===== src/rtl/in_channel_pkg.sv =====
// Shared types and default sizing for the input-channel feeder.
// Holds the channel state encoding and the channel word type.
package in_channel_pkg;

  localparam int DefaultMemoryElementWidth = 12;
  localparam int DefaultNIn                = 16;

  typedef logic [DefaultMemoryElementWidth-1:0] word_t;

  typedef enum logic [1:0] {
    OPEN     = 2'd0,
    DRAINING = 2'd1,
    CLOSED   = 2'd2
  } state_e;

endpackage


===== src/rtl/in_channel_ram.sv =====
// Simple dual-port word store: synchronous write, registered read.
// The read register only loads on a read enable, so it holds across misses.
module in_channel_ram #(
  parameter int Width     = 12,
  parameter int Depth     = 16,
  parameter int AddrWidth = $clog2(Depth)
) (
  input  logic                 clock,
  input  logic                 resetN,
  input  logic                 we,
  input  logic [AddrWidth-1:0] waddr,
  input  logic [Width-1:0]     wdata,
  input  logic                 re,
  input  logic [AddrWidth-1:0] raddr,
  output logic [Width-1:0]     rdata
);

  logic [Width-1:0] mem_r [Depth];
  logic [Width-1:0] rdata_r;

  // write port
  always_ff @(posedge clock) begin
    if (we) begin
      mem_r[waddr] <= wdata;
    end
  end

  // read register, cleared by reset
  always_ff @(posedge clock or negedge resetN) begin
    if (!resetN) begin
      rdata_r <= {Width{1'b0}};
    end else if (re) begin
      rdata_r <= mem_r[raddr];
    end
  end

  assign rdata = rdata_r;

endmodule


===== src/rtl/in_channel_feeder.sv =====
// Input-channel end of the in/inSize protocol: valid/ready writer side,
// one-cycle pop side for the `in` instruction, registered buffered count.
module in_channel_feeder
  import in_channel_pkg::*;
#(
  parameter int MemoryElementWidth = DefaultMemoryElementWidth,
  parameter int NIn                = DefaultNIn,
  parameter int PtrWidth           = $clog2(NIn)
) (
  input  logic                          clock,
  input  logic                          resetN,
  input  logic                          inValid,
  input  logic [MemoryElementWidth-1:0] inData,
  output logic                          inReady,
  input  logic                          close,
  input  logic                          readReq,
  output logic                          readValid,
  output logic                          readHit,
  output logic [MemoryElementWidth-1:0] readData,
  output logic [MemoryElementWidth-1:0] inSize,
  output logic                          closed,
  output logic                          overflowSticky
);

  localparam logic [PtrWidth-1:0] PtrOne    = PtrWidth'(1);
  localparam logic [PtrWidth:0]   CountOne  = (PtrWidth + 1)'(1);
  localparam logic [PtrWidth:0]   CountZero = (PtrWidth + 1)'(0);
  localparam logic [PtrWidth:0]   CountFull = (PtrWidth + 1)'(NIn);

  logic [PtrWidth-1:0]           rd_ptr_r;
  logic [PtrWidth-1:0]           wr_ptr_r;
  logic [PtrWidth:0]             count_r;
  logic [PtrWidth:0]             count_next_s;
  state_e                        state_r;
  state_e                        state_next_s;
  logic                          push_s;
  logic                          pop_s;
  logic                          in_ready_r;
  logic                          read_valid_r;
  logic                          read_hit_r;
  logic                          closed_r;
  logic                          overflow_r;
  logic [MemoryElementWidth-1:0] in_size_r;

  // A pop needs a word already stored; a same-cycle push never bypasses.
  assign push_s = inValid && in_ready_r;
  assign pop_s  = readReq && (count_r != CountZero);

  // occupancy after this cycle's push/pop
  always_comb begin
    count_next_s = count_r;
    case ({push_s, pop_s})
      2'b10:   count_next_s = count_r + CountOne;
      2'b01:   count_next_s = count_r - CountOne;
      default: count_next_s = count_r;
    endcase
  end

  // channel lifecycle: closing an empty channel with no push skips DRAINING
  always_comb begin
    state_next_s = state_r;
    case (state_r)
      OPEN: begin
        if (close) begin
          if ((count_r == CountZero) && !push_s) begin
            state_next_s = CLOSED;
          end else begin
            state_next_s = DRAINING;
          end
        end else begin
          state_next_s = OPEN;
        end
      end
      DRAINING: begin
        if (count_r == CountZero) begin
          state_next_s = CLOSED;
        end else begin
          state_next_s = DRAINING;
        end
      end
      CLOSED:  state_next_s = CLOSED;
      default: state_next_s = OPEN;
    endcase
  end

  // state, pointers and registered outputs
  always_ff @(posedge clock or negedge resetN) begin
    if (!resetN) begin
      state_r      <= OPEN;
      rd_ptr_r     <= {PtrWidth{1'b0}};
      wr_ptr_r     <= {PtrWidth{1'b0}};
      count_r      <= CountZero;
      in_ready_r   <= 1'b1;
      read_valid_r <= 1'b0;
      read_hit_r   <= 1'b0;
      closed_r     <= 1'b0;
      overflow_r   <= 1'b0;
      in_size_r    <= {MemoryElementWidth{1'b0}};
    end else begin
      state_r      <= state_next_s;
      count_r      <= count_next_s;
      if (push_s) begin
        wr_ptr_r <= wr_ptr_r + PtrOne;
      end
      if (pop_s) begin
        rd_ptr_r <= rd_ptr_r + PtrOne;
      end
      in_ready_r   <= (count_next_s < CountFull) && (state_next_s == OPEN);
      read_valid_r <= readReq;
      read_hit_r   <= pop_s;
      closed_r     <= (state_next_s == CLOSED);
      if (inValid && !in_ready_r) begin
        overflow_r <= 1'b1;
      end
      in_size_r    <= MemoryElementWidth'(count_next_s);
    end
  end

  in_channel_ram #(
    .Width     (MemoryElementWidth),
    .Depth     (NIn),
    .AddrWidth (PtrWidth)
  ) u_ram (
    .clock  (clock),
    .resetN (resetN),
    .we     (push_s),
    .waddr  (wr_ptr_r),
    .wdata  (inData),
    .re     (pop_s),
    .raddr  (rd_ptr_r),
    .rdata  (readData)
  );

  assign inReady        = in_ready_r;
  assign readValid      = read_valid_r;
  assign readHit        = read_hit_r;
  assign inSize         = in_size_r;
  assign closed         = closed_r;
  assign overflowSticky = overflow_r;

endmodule


===== config.mk =====
export PLATFORM = sky130hd
export DESIGN_NAME = in_channel_feeder
export DESIGN_NICKNAME = d
export VERILOG_FILES = /design/src/rtl/in_channel_pkg.sv /design/src/rtl/in_channel_ram.sv /design/src/rtl/in_channel_feeder.sv
export SDC_FILE = /design/constraint.sdc
export NUM_CORES = 1
export LEC_CHECK = 0
export CORE_MARGIN = 4
export CORE_UTILIZATION = 35
export CTS_BUF_LIST = sky130_fd_sc_hd__clkbuf_8
export DETAILED_ROUTE_END_ITERATION = 8
export HOLD_SLACK_MARGIN = 0.12
export PLACE_DENSITY = 0.53
export SYNTH_ARGS = -nofsm -noshare
export SYNTH_HDL_FRONTEND = slang
export SYNTH_SLANG_ARGS = --single-unit

===== constraint.sdc =====
create_clock -name clock -period 2.73 [get_ports clock]
set_input_delay 0.273 -clock clock [delete_from_list [all_inputs] [get_ports clock]]
set_output_delay 0.273 -clock clock [all_outputs]
set_load 0.05 [all_outputs]

Word-level counts from Yosys, hierarchy flattened
Memory sizes are Yosys's and may differ from the RTL's. A register that Yosys moved wholly into a read port is not among the register bits.
Cells that the tools add are included.
{"block": "word_totals", "mem_count": 1, "ramBits": 192, "register_bits": 20, "inputBits": 17}
{"memory": "u_ram.mem_r", "words": 16, "width": 12, "read_ports": 1, "rd_ports_with_merged_regs": 1, "write_ports": 1, "line_no": "in_channel_ram.sv:18", "rtl": "logic [Width-1:0] mem_r [Depth];"}
{"block": "op_classes", "add_sub_neg": 4, "n_reduce_logical": 12, "mux": 7, "n_eq_ne": 5, "order_cmp": 1}
{"op": "$pmux 5 s2", "n": 1}
{"op": "$add 4x1->4 const B", "n": 2}
{"op": "$eq 2x2->1 const B", "n": 3}
{"op": "$mux 2", "n": 3}
{"op": "$pmux 2 s3", "n": 1}
{"op": "$add 5x1->5 const B", "n": 1}
{"op": "$logic_and 1x1->1", "n": 5}
{"op": "$logic_not 5->1", "n": 1}
{"op": "$lt 5x5->1 const B", "n": 1}
{"op": "$reduce_bool 5->1", "n": 1}
{"op": "$sub 5x1->5 const B", "n": 1}
{"op": "$eq 2x1->1 const B", "n": 2}
{"op": "$logic_not 2->1", "n": 2}
{"op": "$logic_not 1->1", "n": 3}
{"op": "$mux 1", "n": 2}

Depth between registers and ports, before layout
Gate-level depths: netlist (run 1).
{"block": "depth", "ltp_word": 8, "mapped_depth": 13, "mapped_depth_nobuf": 9}

By module
From an unflattened synthesis (run 1), not the netlist that was laid out.
{"block": "unflattened", "cells_unflattened": 436, "hier_area_um2": 8952.3}
{"mod": "in_channel_ram", "instances": 1, "cells_each": 344, "area_per_inst_um2": 7923.8}
{"mod": "in_channel_feeder", "instances": 1, "cells_each": 92, "area_per_inst_um2": 1028.5}

Least setup slack after synthesis (run 1)
Ideal clock, no wire load.
{"block": "synth_timing", "kind": "register -> register", "start": "reg inSize[2] (netlist name)", "end": "reg in_ready_r, in the netlist inReady", "arrival_time_ns": 3.200, "synth_period_minus_slack_ns": 3.296, "stages_incl_launch_ff": 14, "setup_time_ns": 0.096, "slack_ns": -0.566, "path_buffers": 4, "cell_sequence": "dfrtp_1 buf_2 or4_4 o21a_1 buf_6 buf_6 ha_1 clkbuf_1 xor2_1 ha_1 o211a_1 o21ai_0 a21o_1 nor4bb_1"}
{"item": "to (signal assigned)", "line_no": "in_channel_feeder.sv:108", "rtl": "in_ready_r <= (count_next_s < CountFull) && (state_next_s == OPEN);"}
{"item": "to (decl)", "line_no": "in_channel_feeder.sv:38", "rtl": "logic in_ready_r;"}

==> impl_metrics.env, run 1 <==
export IMPL_synth_top_family_by_area="multiplexers"
export IMPL_finalSetupTns_ns=0
export IMPL_max_stage_delay_ns=0.57
export IMPL_io_buffers=38
export IMPL_synth_edf_count=192
export IMPL_post_drt_wl_per_cell_um=21.0
export IMPL_overflow=0
export IMPL_post_route_cells_drive_above_1_share=0.299
export IMPL_setup_viol=0
export IMPL_cp_slowest_cell="or4_4"
export IMPL_mostFrequentLayoutCells="edfxtp_1 (192), mux4_2 (48), clkbuf_8 (43)"
export IMPL_drv_cap=0
export IMPL_rsz0062_at_grt="false"
export IMPL_worstPathArrival_ns=3.02
export IMPL_grt_pass1_vias=4826
export IMPL_place_congestion=0.811
export IMPL_p_leak_nw=3.58
export IMPL_synth_compound_area_frac=0.0392
export IMPL_clkTransAtPathRegs_ns=0.06
export IMPL_synth_fa_ha_area_frac=0.0128
export IMPL_yosys_warnings=0
export IMPL_end_kind="flop"
export IMPL_drc=0
export IMPL_cts_tree="yes"
export IMPL_final_hold_violation_count=0
export IMPL_ctsLongestPathBuffers=3
export IMPL_rrSetupSlack_ns=0.14
export IMPL_worst_pin_slew_ns=0.827
export IMPL_dr_first_iter_drc_count=333
export IMPL_yosysTopAreaCell="edfxtp_1"
export IMPL_cts_buffers=37
export IMPL_crit_path_max_fanout=8
export IMPL_io_pins=46
export IMPL_grt_use_total=0.135
export IMPL_maxSlewHeadroom=0.449
export IMPL_antenna_found_initial=0
export IMPL_synthSimpleGateAreaFrac=0.0274
export IMPL_vias=4456
export IMPL_vias_per_cell=4.99
export IMPL_cp_required_ns=3.16
export IMPL_synth_area_leaders="edfxtp_1 (65%), mux4_2 (12%), dfrtp_1 (8.8%)"
export IMPL_dieArea_sq_um=27800
export IMPL_cts_root_buf="clkbuf_8"
export IMPL_fin_skew_ns=0.0187
export IMPL_rows=57
export IMPL_synth_distinct_cells=41
export IMPL_final_cells=893
export IMPL_critical_path_class="flop to flop"
export IMPL_yosysSeqAreaShare=0.745
export IMPL_hold_path_class="input pin to flop"
export IMPL_synthMuxAreaShare=0.141
export IMPL_coreArea_sq_um=24500
export IMPL_start_util=0.359
export IMPL_ys_ff_latch=224
export IMPL_dp_hpwl_um=12100
export IMPL_layout_nets=568
export IMPL_die_w_um=167
export IMPL_htree_levels=2
export IMPL_synth_xor_area_frac=0.00994
export IMPL_synthCells=446
export IMPL_drt_pre_antenna_iters=4
export IMPL_antenna_left=0
export IMPL_critPathLaunchType="flop"
export IMPL_synth_async_reset_ratio=0.143
export IMPL_period_share=0.948
export IMPL_die_h_um=167
export IMPL_final_common_cell="edfxtp_1"
export IMPL_diodes=0
export IMPL_cts_sinks=224
export IMPL_yosysTopAreaCellShare=0.654
export IMPL_cp_cell_sequence="or4_4 -> o21a_1 -> ha_4 -> xor2_1 -> ha_2 -> o211a_1 -> o21ai_1 -> a21o_1 -> nor4bb_1"
export IMPL_grt_pass1_wl_um=28800
export IMPL_avgSynthCellArea_sq_um=19.8
export IMPL_synthToLayoutAreaGrowth_pct=19.7
export IMPL_power_density_nw_per_um2=976
export IMPL_synth_area_sq_um=8810
export IMPL_synth_main_ff_cell="edfxtp_1"
export IMPL_peakVddDrop_v=0.000483
export IMPL_wirelength_um=18800
export IMPL_outcome="finished clean"
export IMPL_slew_viol_final=0
export IMPL_clk_latency_ns=0.53
export IMPL_numPlacedInstances=826
export IMPL_fmax_mhz=386
export IMPL_period_needed_ns=2.59
export IMPL_grt_max_degree=33
[synth_stat cells, drive strengths merged (2+ instances only)]
cell / instances
ha: 9
nor2b: 2
o21ai: 3
o22ai: 23
nand2: 9
clkbuf: 8
mux4: 48
dfrtp: 31
nor2: 19
o211ai: 2
edfxtp: 192
nor3: 4
nand2b: 6
o41ai: 2
xnor2: 6
a21o: 2
nand4: 2
xor2: 4
a211oi: 2
a21oi: 15
inv: 4
and2: 2
buf: 25
mux2: 14
[flip-flops by register name, summed over array words and instances (netlist names), 2 cells and up]
register and count:
u_ram.mem_r 192, inSize 5, rd_ptr_r 4, state_r 2
u_ram.rdata 12, wr_ptr_r 4
[where the power goes]
| part | switching (mW) | internal [mW] | total, mW |
|---|---|---|---|
| combinational | 1.72 | 1.54 | 3.25 |
| sequential | 0.352 | 3.98 | 4.33 |
| clock | 1.27 | 1.44 | 2.72 |
[critical path, delay by kind of cell, from the launching register on]
kind            cells  cell delay, ns
compound gates      4            0.79
fa+ha+maj           2            0.40
simple gates        2            0.77
flops               1            0.40
xor+xnor            1            0.15
[final cells by class]
class	count	area, sq um
fillers	2184	14000
flip-flops and latches	224	6570
repair buffers	84	773
clock buffers	43	592
inverters	4	15.0
multi-input cells	191	2090
well taps	324	405
clock inverters	23	101
[final timing paths]
kind / from / to / cells after the start
worst min register to register: overflowSticky / overflowSticky / 1
worst min-delay path: readReq / readValid / 1
worst max register to register: inSize[1] / inReady / 9
max in group asynchronous: resetN / inSize[1] / 2
min in group asynchronous: resetN / closed / 2
worst max-delay path: inSize[1] / inReady / 9
[metal layers]
layer / vias up / global-route usage / wire length, um
met5: - / 0 / 0
met4: 0 / 0.0438 / 396
met3: 32 / 0.0282 / 853
met2: 110 / 0.223 / 9220
met1: 2328 / 0.182 / 8280
li1: 1986 / - / -
[timing repair]
| item | in CTS | in global routing |
|---|---|---|
| hold buffers | 1 | 0 |
| buffers inserted | 0 | 0 |
| gates resized for setup | 0 | 0 |
| endpoints found under the hold margin | 31 | 0 |
[logic make-up (layout without fill, tap and decap cells)]
group	after synthesis	in the layout
fa+ha+maj	9	9
simple gates	49	49
buf+inv	37	154
other cells	1	7
mux	62	62
flops	224	224
compound gates	54	54
xor+xnor	10	10
[metrics by stage]
| stage | hold WS [ns] | utilization | total power [mW] | cell area [sq um] | setup WS (ns) |
|---|---|---|---|---|---|
| 3_5_place_dp | 0.415 | 0.401 | 7.70 | 9850 | 0.158 |
| 3_3_place_gp | 0.424 | 0.401 | 7.67 | 9850 | 0.178 |
| 5_1_grt | 0.288 | 0.430 | 10.9 | 10600 | 0.0136 |
| 2_1_floorplan | -0.0226 | - | 6.65 | 8870 | -0.328 |
| 4_1_cts | 0.251 | 0.430 | 10.5 | 10600 | 0.140 |
| 6_report | 0.285 | 0.430 | 10.3 | 10600 | 0.142 |
Note: power is estimated with default switching activity, not from simulation.
==> run 2: changes to the inputs <==
--- a/config.mk
+++ b/config.mk
@@ -10,7 +10,7 @@
 export CTS_BUF_LIST = sky130_fd_sc_hd__clkbuf_8
 export DETAILED_ROUTE_END_ITERATION = 8
 export HOLD_SLACK_MARGIN = 0.12
-export PLACE_DENSITY = 0.53
+export PLACE_DENSITY = 0.51
 export SYNTH_ARGS = -nofsm -noshare
 export SYNTH_HDL_FRONTEND = slang
 export SYNTH_SLANG_ARGS = --single-unit
==> constraint.sdc (replaced) <==
create_clock -name clock -period 2.8 [get_ports clock]
set_input_delay 0.28 -clock clock [delete_from_list [all_inputs] [get_ports clock]]
set_output_delay 0.28 -clock clock [all_outputs]
set_load 0.05 [all_outputs]
==> impl_metrics.env, run 2 (synthesis gave the netlist of run 1 again) <==
export IMPL_p_seq_frac=0.417
export IMPL_critPathLaunchType="flop"
export IMPL_vias=4460
export IMPL_wirelength_um=18900
export IMPL_worst_pin_slew_ns=0.827
export IMPL_io_buffers=38
export IMPL_grt_use_total=0.137
export IMPL_rsz0062_at_grt="false"
export IMPL_place_congestion=0.796
export IMPL_dp_slack_ns=0.157
export IMPL_io_pins=46
export IMPL_p_sw_frac=0.327
export IMPL_antenna_left=0
export IMPL_cts_resized=0
export IMPL_final_cell_area_sq_um=10400
export IMPL_mostFrequentLayoutCells="edfxtp_1 (192), mux4_2 (48), clkbuf_8 (43)"
export IMPL_fin_skew_ns=0.0219
export IMPL_crit_path_max_fanout=8
export IMPL_final_cells=882
export IMPL_dp_hpwl_um=11500
export IMPL_cp_required_ns=3.23
export IMPL_finalSetupTns_ns=0
export IMPL_diodes=0
export IMPL_p_leak_nw=3.50
export IMPL_final_hold_violation_count=0
export IMPL_die_h_um=167
export IMPL_layout_nets=555
export IMPL_outcome="finished clean"
export IMPL_p_int_mw=6.72
export IMPL_slew_viol_final=0
export IMPL_end_kind="flop"
export IMPL_grt_max_degree=51
export IMPL_ctsLongestPathBuffers=3
export IMPL_regMostFlops="u_ram.mem_r"
export IMPL_critical_path_class="flop to flop"
export IMPL_worstPathArrival_ns=3.09
export IMPL_rows=57
export IMPL_dieArea_sq_um=27800
export IMPL_overflow=0
export IMPL_htree_levels=2
export IMPL_vias_per_cell=5.06
export IMPL_period_share=0.952
export IMPL_fin_util=0.425
export IMPL_hold_path_class="input pin to flop"
export IMPL_coreArea_sq_um=24500
export IMPL_post_route_cells_drive_above_1_share=0.278
export IMPL_dr_first_iter_drc_count=455
export IMPL_cts_root_buf="clkbuf_8"
export IMPL_drv_cap=0
export IMPL_whs_ns=0.297
export IMPL_finalPower_mw=9.99
export IMPL_synthToLayoutAreaGrowth_pct=18.4
export IMPL_maxSlewHeadroom=0.448
export IMPL_pwr_share_comb=0.316
export IMPL_drt_pre_antenna_iters=5
export IMPL_postPlaceCellArea_sq_um=9720
export IMPL_start_util=0.359
export IMPL_power_density_nw_per_um2=958
export IMPL_post_drt_wl_per_cell_um=21.5
export IMPL_switchingPower_mw=3.27
export IMPL_antenna_found_initial=0
export IMPL_clkTransAtPathRegs_ns=0.06
export IMPL_fmax_mhz=375
export IMPL_drc=0
export IMPL_largest_reg_flops=192
export IMPL_cts_sinks=224
export IMPL_grt_pass1_vias=4791
export IMPL_fin_ws_ns=0.133
export IMPL_period_needed_ns=2.67
export IMPL_cts_buffers=38
export IMPL_die_w_um=167
export IMPL_final_common_cell="edfxtp_1"
export IMPL_peakVddDrop_v=0.000603
export IMPL_setup_viol=0
export IMPL_numPlacedInstances=812
export IMPL_grt_pass1_wl_um=28800
export IMPL_clk_latency_ns=0.54
export IMPL_clkPwrFrac=0.267
export IMPL_cts_tree="yes"
-- run 2: cell types whose count changed in the layout (fill, tap and decap cells not counted), sizes merged --
cell    change
buf        -14
clkinv      +2
inv         +1
-- run 2: worst paths after layout --
check                            endpoint  cells past startpoint  slack [ns]      startpoint
setup / recovery                  inReady                      9        0.13       inSize[1]
hold / removal                  readValid                      1        0.30         readReq
setup reg to reg                  inReady                      9        0.13       inSize[1]
hold reg to reg            overflowSticky                      1        0.46  overflowSticky
max in group asynchronous     rd_ptr_r[2]                      2        1.84          resetN
min in group asynchronous  u_ram.rdata[7]                      2        0.39          resetN
-- run 2: layer usage --
| metal | wire, um | vias to the layer above | share of wire | global-route usage |
|---|---|---|---|---|
| met5 | 0 | - | 0 | 0 |
| met4 | 323 | 0 | 0.017 | 0.0445 |
| met3 | 1130 | 30 | 0.060 | 0.0325 |
| met2 | 9270 | 131 | 0.49 | 0.224 |
| met1 | 8190 | 2334 | 0.43 | 0.183 |
| li1 | - | 1965 | - | - |
-- run 2: what timing repair did --
action | 4_1_cts | 5_1_grt
buffers inserted | 0 | 0
hold buffers | 1 | 0
endpoints found under the hold margin | 31 | 0
-- run 2: cell type report --
class | instances | area (sq um)
tap | 324 | 405
fill | 2233 | 14100
multi-input combinational | 191 | 2090
sequential | 224 | 6570
inverter | 4 | 15.0
clock inverter | 26 | 111
timing repair buffer | 70 | 643
clock buffer | 43 | 592
-- run 2: power by group through the flow --
stage          logic [mW]  registers (mW)  clock network [mW]
2_1_floorplan        1.94            4.54                   0
3_3_place_gp         3.18            4.23                   0
3_5_place_dp         3.21            4.24                   0
4_1_cts              3.23            4.17                2.77
5_1_grt              3.42            4.21                2.93
6_report             3.16            4.16                2.67
-- run 2: worst max-delay path, stage by stage (launching register included) --
cell	delay (ns)
dfrtp_2	0.40
or4_4	0.58
o21a_1	0.27
ha_4	0.21
xor2_1	0.15
ha_2	0.19
o211a_1	0.21
o21ai_1	0.17
a21o_1	0.15
nor4bb_1	0.24
==> run 3: changes to the inputs <==
--- a/config.mk
+++ b/config.mk
@@ -9,6 +9,7 @@
 export CORE_UTILIZATION = 35
 export CTS_BUF_LIST = sky130_fd_sc_hd__clkbuf_8
 export DETAILED_ROUTE_END_ITERATION = 8
+export GPL_TIMING_DRIVEN = 0
 export HOLD_SLACK_MARGIN = 0.12
 export PLACE_DENSITY = 0.51
 export SYNTH_ARGS = -nofsm -noshare
==> impl_metrics.env, run 3 (synthesis gave the netlist of run 1 again) <==
export IMPL_drt_pre_antenna_iters=5
export IMPL_coreArea_sq_um=24500
export IMPL_post_route_cells_drive_above_1_share=0.301
export IMPL_p_seq_frac=0.396
export IMPL_grt_pass1_vias=4751
export IMPL_final_hold_violation_count=0
export IMPL_setup_viol=0
export IMPL_cts_buffers=39
export IMPL_dieArea_sq_um=27800
export IMPL_die_w_um=167
export IMPL_numPlacedInstances=820
export IMPL_diodes=0
export IMPL_drv_cap=0
export IMPL_cts_sinks=224
export IMPL_maxSlewHeadroom=0.0987
export IMPL_period_needed_ns=2.67
export IMPL_switchingPower_mw=3.43
export IMPL_layout_nets=570
export IMPL_wirelength_um=19600
export IMPL_period_share=0.955
export IMPL_rows=57
export IMPL_dr_first_iter_drc_count=455
export IMPL_power_density_nw_per_um2=973
export IMPL_cpLargestDelayFamily="compound AO/OA/AOI/OAI gates"
export IMPL_largest_reg_flops=192
export IMPL_die_h_um=167
export IMPL_final_common_cell="edfxtp_1"
export IMPL_rr_worst_depth=10
export IMPL_p_int_mw=6.88
export IMPL_fmax_mhz=374
export IMPL_clkPwrFrac=0.269
export IMPL_hold_path_class="input pin to flop"
export IMPL_pwr_share_comb=0.336
export IMPL_regMostFlops="u_ram.mem_r"
export IMPL_reg2reg_from="inSize[1]"
export IMPL_critPathLaunchType="flop"
export IMPL_rrSetupSlack_ns=0.13
export IMPL_n_fill_cell=2210
export IMPL_critical_path_class="flop to flop"
export IMPL_io_buffers=38
export IMPL_worstPathArrival_ns=3.09
export IMPL_cp_cell_sequence="or4_4 -> o21a_4 -> buf_12 -> ha_4 -> xor2_1 -> ha_2 -> o211a_1 -> o21ai_2 -> a21o_1 -> nor4bb_4"
export IMPL_fin_skew_ns=0.0308
export IMPL_slew_viol_final=0
export IMPL_ctsLongestPathBuffers=3
export IMPL_antenna_left=0
export IMPL_antenna_found_initial=0
export IMPL_hold_path_end="readValid"
export IMPL_start_util=0.359
export IMPL_dp_hpwl_um=12400
export IMPL_p_leak_nw=3.54
export IMPL_fin_ws_ns=0.126
export IMPL_worst_pin_slew_ns=1.35
export IMPL_vias_per_cell=5.14
export IMPL_drc=0
export IMPL_end_kind="flop"
export IMPL_place_congestion=0.790
export IMPL_overflow=0
export IMPL_grt_use_total=0.142
export IMPL_synthToLayoutAreaGrowth_pct=20.2
export IMPL_final_cells=895
export IMPL_worstSetupStartpoint="inSize[1]"
export IMPL_peakVddDrop_v=0.000632
export IMPL_crit_path_max_fanout=6
export IMPL_cp_slowest_cell="or4_4"
export IMPL_htree_levels=2
export IMPL_p_sw_frac=0.333
export IMPL_dp_slack_ns=-0.443
export IMPL_clkTransAtPathRegs_ns=0.05
export IMPL_hold_path_cell_count=1
export IMPL_cts_root_buf="clkbuf_8"
export IMPL_cts_tree="yes"
export IMPL_clk_latency_ns=0.54
export IMPL_post_drt_wl_per_cell_um=21.9
export IMPL_grt_max_degree=33
export IMPL_vias=4600
export IMPL_io_pins=46
export IMPL_outcome="finished clean"
export IMPL_grt_pass1_wl_um=29500
export IMPL_rr_endpoint="inReady"
export IMPL_min_from="readReq"
export IMPL_cp_required_ns=3.22
export IMPL_crit_buf_inv=1
export IMPL_mostFrequentLayoutCells="edfxtp_1 (192), mux4_2 (48), clkbuf_8 (42)"
export IMPL_max_stage_delay_ns=0.55
==> run 3: cell types whose count changed in the layout (fill, tap and decap cells not counted), sizes merged <==
cell | before | now
inv | 22 | 17
bufinv | 0 | 1
clkbuf | 43 | 49
clkinv | 8 | 11
clkinvlp | 0 | 1
buf | 32 | 38
bufbuf | 0 | 1
==> run 3: worst max-delay path by stage <==
stage,to,depth (start not counted)
global route,inReady,10
floorplan,inReady,13
detailed placement,inReady,13
CTS,inReady,10
finish,inReady,10
global placement,u_ram.mem_r[3][6],5
==> run 3: per-stage QoR <==
| step | instance area, sq um | utilization | hold slack [ns] | TNS (ns) | total power [mW] |
|---|---|---|---|---|---|
| 2_1_floorplan | 8870 | - | -0.0156 | -0.499 | 6.48 |
| 4_1_cts | 10500 | 0.430 | 0.285 | 0 | 10.4 |
| 6_report | 10600 | 0.432 | 0.310 | 0 | 10.3 |
| 5_1_grt | 10600 | 0.432 | 0.287 | -0.000389 | 10.9 |
| 3_3_place_gp | 9660 | 0.394 | 0.436 | -31.57 | 7.48 |
| 3_5_place_dp | 9750 | 0.397 | 0.406 | -1.54 | 7.55 |
==> run 3: power groups by stage <==
stage | registers, mW | clock network (mW) | logic, mW
2_1_floorplan | 4.54 | 0 | 1.94
3_3_place_gp | 4.14 | 0 | 3.34
3_5_place_dp | 4.15 | 0 | 3.40
4_1_cts | 4.08 | 2.85 | 3.49
5_1_grt | 4.11 | 3.03 | 3.71
6_report | 4.08 | 2.77 | 3.46
==> run 3: worst reg2reg max path, stage by stage, from the launching register on <==
cell and delay (ns):
dfrtp_2 0.41, or4_4 0.55, o21a_4 0.23, buf_12 0.12, ha_4 0.17, xor2_1 0.15, ha_2 0.19, o211a_1 0.23
o21ai_2 0.16, a21o_1 0.15, nor4bb_4 0.21
==> run 3: layout make-up <==
cell class | count | area (sq um) | share of cell area
Sequential cell | 224 | 6570 | 0.621
Clock buffer | 42 | 578 | 0.0546
Buffer | 30 | 185 | 0.0175
Tap cell | 324 | 405 | 0.0383
Inverter | 4 | 15.0 | 0.00142
Clock inverter | 26 | 139 | 0.0131
Timing Repair Buffer | 54 | 546 | 0.0515
Multi-Input combinational cell | 191 | 2150 | 0.203
==> run 3: layer usage <==
metal  up-vias  GRT usage  wire [um]
li1       1992          -          -
met1      2400      0.193       8620
met2       166      0.227       9340
met3        42     0.0318       1120
met4         0     0.0477        513
met5         -          0          0
==> run 3: what timing repair did <==
item	4_1_cts	5_1_grt
endpoints found under the setup margin	3	1
gates cloned	1	0
pin swaps	5	4
hold endpoints to repair	31	0
resized for setup	7	2
hold buffers	1	0
buffers inserted	5	3
